$ cat src/rtl/fetch_unit.sv
// fetch_unit: two-wide in-order instruction fetch stage.
// Holds the PC and issues two word-aligned reads per cycle to a dual-port
// synchronous instruction memory (1-cycle latency). Presents the returned
// bundle with its PCs to decode. Supports stall (bundle held in local
// registers) and redirect (flush, then restart fetch at the target).
// Optional feature: define FETCH_PERF_EN to add the perf_bundles counter port.
module fetch_unit #(
   parameter int unsigned ADDR_WIDTH  = 32,
   parameter int unsigned INSTR_WIDTH = 32,
   parameter logic [ADDR_WIDTH-1:0] RESET_PC = '0
) (
   input  logic                   clk,
   input  logic                   reset,
   input  logic                   fetch_en,
   input  logic                   stall,
   input  logic                   redirect_en,
   input  logic [ADDR_WIDTH-1:0]  redirect_pc,
   output logic [1:0]             if_valid,
   output logic [ADDR_WIDTH-1:0]  if_pc [1:0],
   output logic [INSTR_WIDTH-1:0] if_instr [1:0],
   output logic [ADDR_WIDTH-1:0]  imem_addr0,
   output logic [ADDR_WIDTH-1:0]  imem_addr1,
   output logic                   imem_ren,
   input  logic [INSTR_WIDTH-1:0] imem_rdata0,
   input  logic [INSTR_WIDTH-1:0] imem_rdata1
`ifdef FETCH_PERF_EN
   ,
   output logic [31:0]            perf_bundles
`endif
);

   localparam logic [ADDR_WIDTH-1:0] WordBytes  = ADDR_WIDTH'(4);
   localparam logic [ADDR_WIDTH-1:0] BundleBytes = ADDR_WIDTH'(8);
   localparam logic [ADDR_WIDTH-1:0] AlignMask  = ~ADDR_WIDTH'(3);

   logic [ADDR_WIDTH-1:0]  pc_q, pc_d;
   logic                   pending_valid_q, pending_valid_d;
   logic [ADDR_WIDTH-1:0]  pending_pc_q, pending_pc_d;
   logic                   hold_valid_q, hold_valid_d;
   logic [INSTR_WIDTH-1:0] hold_instr0_q, hold_instr0_d;
   logic [INSTR_WIDTH-1:0] hold_instr1_q, hold_instr1_d;

   logic [ADDR_WIDTH-1:0]  base;
   logic                   issue;

   // Address mux and issue decision; redirect target wins over the sequential PC.
   always_comb begin
      base       = redirect_en ? (redirect_pc & AlignMask) : pc_q;
      issue      = fetch_en & ~stall & ~reset;
      imem_ren   = issue;
      imem_addr0 = base;
      imem_addr1 = base + WordBytes;
   end

   // Next-state for PC, pending request and stall hold registers.
   always_comb begin
      pc_d            = pc_q;
      pending_valid_d = pending_valid_q;
      pending_pc_d    = pending_pc_q;
      hold_valid_d    = hold_valid_q;
      hold_instr0_d   = hold_instr0_q;
      hold_instr1_d   = hold_instr1_q;

      if (issue) begin
         pc_d = base + BundleBytes;
      end else if (redirect_en) begin
         pc_d = base;
      end

      if (issue) begin
         // Either the current bundle is consumed this edge or nothing was shown.
         pending_valid_d = 1'b1;
         pending_pc_d    = base;
         hold_valid_d    = 1'b0;
      end else if (redirect_en || !stall) begin
         // Flush, or consumed without a follow-on request.
         pending_valid_d = 1'b0;
         hold_valid_d    = 1'b0;
      end else if (pending_valid_q && !hold_valid_q) begin
         // First stalled cycle: memory data is live now, capture it.
         hold_valid_d  = 1'b1;
         hold_instr0_d = imem_rdata0;
         hold_instr1_d = imem_rdata1;
      end
   end

   // State registers with synchronous reset.
   always_ff @(posedge clk) begin
      if (reset) begin
         pc_q            <= RESET_PC;
         pending_valid_q <= 1'b0;
         pending_pc_q    <= '0;
         hold_valid_q    <= 1'b0;
         hold_instr0_q   <= '0;
         hold_instr1_q   <= '0;
      end else begin
         pc_q            <= pc_d;
         pending_valid_q <= pending_valid_d;
         pending_pc_q    <= pending_pc_d;
         hold_valid_q    <= hold_valid_d;
         hold_instr0_q   <= hold_instr0_d;
         hold_instr1_q   <= hold_instr1_d;
      end
   end

   // Bundle outputs; invalid slots read as zero, redirect masks the current bundle.
   always_comb begin
      if_valid    = (pending_valid_q && !redirect_en) ? 2'b11 : 2'b00;
      if_pc[0]    = '0;
      if_pc[1]    = '0;
      if_instr[0] = '0;
      if_instr[1] = '0;
      if (if_valid[0]) begin
         if_pc[0]    = pending_pc_q;
         if_pc[1]    = pending_pc_q + WordBytes;
         if_instr[0] = hold_valid_q ? hold_instr0_q : imem_rdata0;
         if_instr[1] = hold_valid_q ? hold_instr1_q : imem_rdata1;
      end
   end

`ifdef FETCH_PERF_EN
   logic [31:0] perf_q, perf_d;

   // Count bundles handed to decode.
   always_comb begin
      perf_d = perf_q;
      if ((if_valid != 2'b00) && !stall) perf_d = perf_q + 32'd1;
   end

   // Counter register.
   always_ff @(posedge clk) begin
      if (reset) perf_q <= '0;
      else       perf_q <= perf_d;
   end

   assign perf_bundles = perf_q;
`endif

endmodule

$ cat config.mk
export PLATFORM = sky130hd
export DESIGN_NAME = fetch_unit
export DESIGN_NICKNAME = d
export VERILOG_FILES = /design/src/rtl/fetch_unit.sv
export SDC_FILE = /design/constraint.sdc
export NUM_CORES = 1
export LEC_CHECK = 0
export BUFFER_PORTS_ARGS = -buffer_cell sky130_fd_sc_hd__buf_4
export CAP_MARGIN = 30
export CORE_MARGIN = 2
export CORE_UTILIZATION = 51
export DETAILED_ROUTE_END_ITERATION = 10
export GPL_TIMING_DRIVEN = 1
export PLACE_DENSITY_LB_ADDON = 0.3
export SYNTH_ARGS = -nofsm -noshare
export SYNTH_HDL_FRONTEND = slang
export SYNTH_SLANG_ARGS = --single-unit
$ cat constraint.sdc
create_clock -name clk -period 4.6 [get_ports clk]
set_input_delay 0.92 -clock clk [delete_from_list [all_inputs] [get_ports clk]]
set_output_delay 0.92 -clock clk [all_outputs]
set_load 0.005 [all_outputs]
==> flow_summary.ini <==
[drt]
detail_route.first_pass.iterations = 6
via_count = 8477
drc_errors = 0
initialDrtViolationCount = 728
postRouteAntennaNets = 0
wire_per_inst_um = 16.4
wl_um = 25500
avgViaCountPerCell = 5.46

[yosys]
synth.ff_latch_count = 130
synth.avg_cell_area_um2 = 7.47
synth_top_area_share_pct = 32.4
synthDistinctLibCells = 55
synth-edff-count = 0
postSynthNetCount = 1180
yosysTopAreaCell = dfxtp_1
ys_seq_area_share_pct = 32.4
synth.top_cells.by_area = dfxtp_1 (32%), mux2i_1 (11%), nand2_1 (7.9%), nor2_1 (7.7%), a21oi_1 (5.2%)
synth_ff_type = dfxtp_1
synth_area_mm2 = 0.00804
async_flop_share_pct = 0
syn_inst = 1076
warnings_synthesis = 0

[clock_network]
tritoncts_sink_count = 130
clk_transition_reported_paths_ns = 0.05
h-tree-depth = 4
hold_buffers = 0
post_cts_resized = 0
cts_tree = built
cts-root-to-sink-buffers = 2
clock_tree.root_cell = clkbuf_16
postCtsSetupBuffers = 0
cts_inserted_buffers = 17
clock_latency_ns = 0.42

[floorplan]
io-pin-count = 296
core_area_mm2 = 0.0153
floorplan.initialDensity_pct = 52.5
placementRows = 45
die_h_um = 130
dieWidth_um = 130
dieArea_mm2 = 0.0168

[timing]
final.setup_skew_ns = 0.00812
hold_violations = 0
timing_worst_slew_pin_value_ns = 0.788
max-slew-margin-rel_pct = 45.9
maxSlewViolCount = 0
finalSetupViolations = 0
finalSetupTns_ns = 0
rsz0062_at_grt = no
period_minus_slack_ns = 4.23
finalCritPeriodShare_pct = 92.0
max_clock_freq_ghz = 0.236
fin_worst_hold_slack_ns = 0.450

[worst_setup_path]
criticalPathCategory = input port to output port
worstSetupStartpointType = input port
timing.reg2reg.worst_path_depth = 7
worst-endpoint-arrival_ns = 3.31
delay_of_the_slowest_critical_path_stage_ns = 0.54
critical_path.cell_chain = buf_4, mux2i_1, inv_1, ha_1, inv_1, a221oi_1, nand4_2, nor2_1, xnor2_1, buf_4
worstReg2RegStart = pending_valid_q
crit_path_end_kind = output port
critical_path.slowest_cell = a221oi_1
worst_ep_required_time_ns = 3.68
setup.worst_path.start = redirect_en
critical_path.max_fanout = 28
setup.reg_to_reg.worst_slack_ns = 2.37
r2r-end = hold_instr1_q[15]

[placement]
gp_congestion = 0.986
dp_hpwl_um = 18800
port_buffers = 293

[global_route]
grt_first_pass_wirelength_um = 39100
gr-total-overflow = 0
globalRouteTotalUtil_pct = 29.3
first_global_vias = 7591
grt_max_degree = 70
grt_antenna_before_repair = 0

[min_path]
worst_hold_path_type = register to register
min_path_cells = 2
timing.hold.worst_endpoint = pending_pc_q[1]
timing.hold.worst.start = pending_pc_q[1]

[pwr]
p_comb_share_pct = 15.6
leakage_nw = 4.55
power.net_switching_w = 0.000811
max-vdd-ir-drop_v = 0.000243
seqPwrFrac_pct = 38.9
powerDensity_mw_per_mm2 = 286
power_report.internal_total_w = 0.00232
share_clk_of_total_power_pct = 45.5
power_switching_share_pct = 25.9

[status]
status = complete, no violations

[finish]
antenna_cells = 0
final_net_count = 1434
syn_to_final_growth_pct = 36.4
drive_above_1_share_pct = 27.2
area_of_all_sequential_standard_cells_mm2 = 0.00261
nFillCells = 1322
multi_input_area_mm2 = 0.00498

[run]
cap_viol_max_count = 0
critical path: cells and delay by family:
kind | cells | cell delay (ns)
XOR/XNOR | 1 | 0.16
AND/OR/NAND/NOR | 2 | 0.62
adder cells (fa/ha/maj) | 1 | 0.21
multiplexers | 1 | 0.15
AO/OA/AOI/OAI | 1 | 0.54
buffers and inverters | 4 | 0.69
cell usage after synthesis, types with 3 or more instances:
cell type / number
buf_4: 8
clkbuf_1: 52
nor2b_1: 6
a21oi_1: 83
nor3_1: 26
buf_1: 8
xnor2_1: 43
a211oi_1: 30
nor2_1: 165
mux2i_1: 92
nor4_1: 4
and2_1: 40
inv_1: 34
dfxtp_1: 130
a22oi_1: 5
nand2b_1: 7
o21ai_0: 7
nand3_1: 42
nand4_1: 20
and4_1: 5
o21a_1: 5
nand4b_1: 3
buf_2: 7
nand2_1: 169
ha_1: 3
or3_1: 3
xor2_1: 20
nand3b_1: 12
a31oi_1: 4
o22ai_1: 3
nor3b_1: 4
nand3b_4: 3
placed cells by master (no fill, tap or decap), drive strengths merged, types with 3 or more instances in the layout:
cell / n
dfxtp: 130
xor2: 20
nand3b: 15
mux2: 3
and4: 5
clkbuf: 18
nor2: 165
a211oi: 30
mux2i: 92
a221oi: 3
clkinv: 3
nor4: 6
nor3b: 4
nand4b: 3
inv: 36
nor2b: 6
nor3: 28
buf: 313
nand3: 44
and2: 40
nand2b: 7
nand4: 22
o21a: 5
ha: 3
o22ai: 3
bufinv: 4
a22oi: 5
a21oi: 83
or3: 3
a31oi: 4
clkinvlp: 4
o21ai: 7
nand2: 170
xnor2: 43
sequential cells by signal, summed over array words and instances (netlist names):
signal / count
hold_instr0_q: 32
hold_instr1_q: 32
hold_valid_q: 1
pc_q: 32
pending_pc_q: 32
pending_valid_q: 1
area by class of cell:
type                            instances  area share [%]
Clock buffer                           18            4.00
Clock inverter                         13            1.67
Inverter                               34            1.16
Multi-Input combinational cell        834            45.4
Sequential cell                       130            23.8
Tap cell                              211            2.41
Timing Repair Buffer                  313            21.6
cell families after synthesis:
| logic type | share of synthesized area [%] |
|---|---|
| xor+xnor | 6.86 |
| mux | 11.9 |
| compound gates | 11.7 |
| fa+ha+maj | 0.467 |
| buf+inv | 6.04 |
| simple gates | 30.7 |
| flops | 32.4 |
per-layer routing:
layer | share of wire (%) | global-route usage, %
met5 | 0 | 0
met4 | 2.1 | 10.1
met3 | 8.4 | 6.52
met2 | 47 | 46.6
met1 | 43 | 39.4
power by group through the flow:
stage / registers, W / clock network, W / logic, W
after floorplan: 0.00122 / 0 / 0.000250
after global placement: 0.00124 / 0 / 0.000477
after detailed placement: 0.00124 / 0 / 0.000484
after CTS: 0.00122 / 0.00144 / 0.000488
after global routing: 0.00123 / 0.00149 / 0.000531
final: 0.00122 / 0.00142 / 0.000489
how the worst max path moves through the flow:
stage,to,slack (ns),depth (start not counted)
final,imem_addr1[20],0.37,10
after global routing,imem_addr1[22],0.17,10
after CTS,imem_addr1[20],0.38,10
after detailed placement,imem_addr1[20],0.39,10
after global placement,imem_addr1[20],0.43,10
after floorplan,imem_addr1[31],0.52,14
metrics by stage:
stage / setup WS [ns] / area [um^2] / cells / total power [W] / util (%)
after floorplan: 0.524 / 8040 / 1076 / 0.00147 / -
after global placement: 0.425 / 10300 / 1521 / 0.00172 / 67.4
after detailed placement: 0.386 / 10300 / 1522 / 0.00173 / 67.6
after CTS: 0.381 / 11000 / 1553 / 0.00315 / 71.6
after global routing: 0.173 / 11000 / 1553 / 0.00325 / 71.6
final: 0.369 / 11000 / 1553 / 0.00313 / 71.6
(Power assumes the default switching activity.)
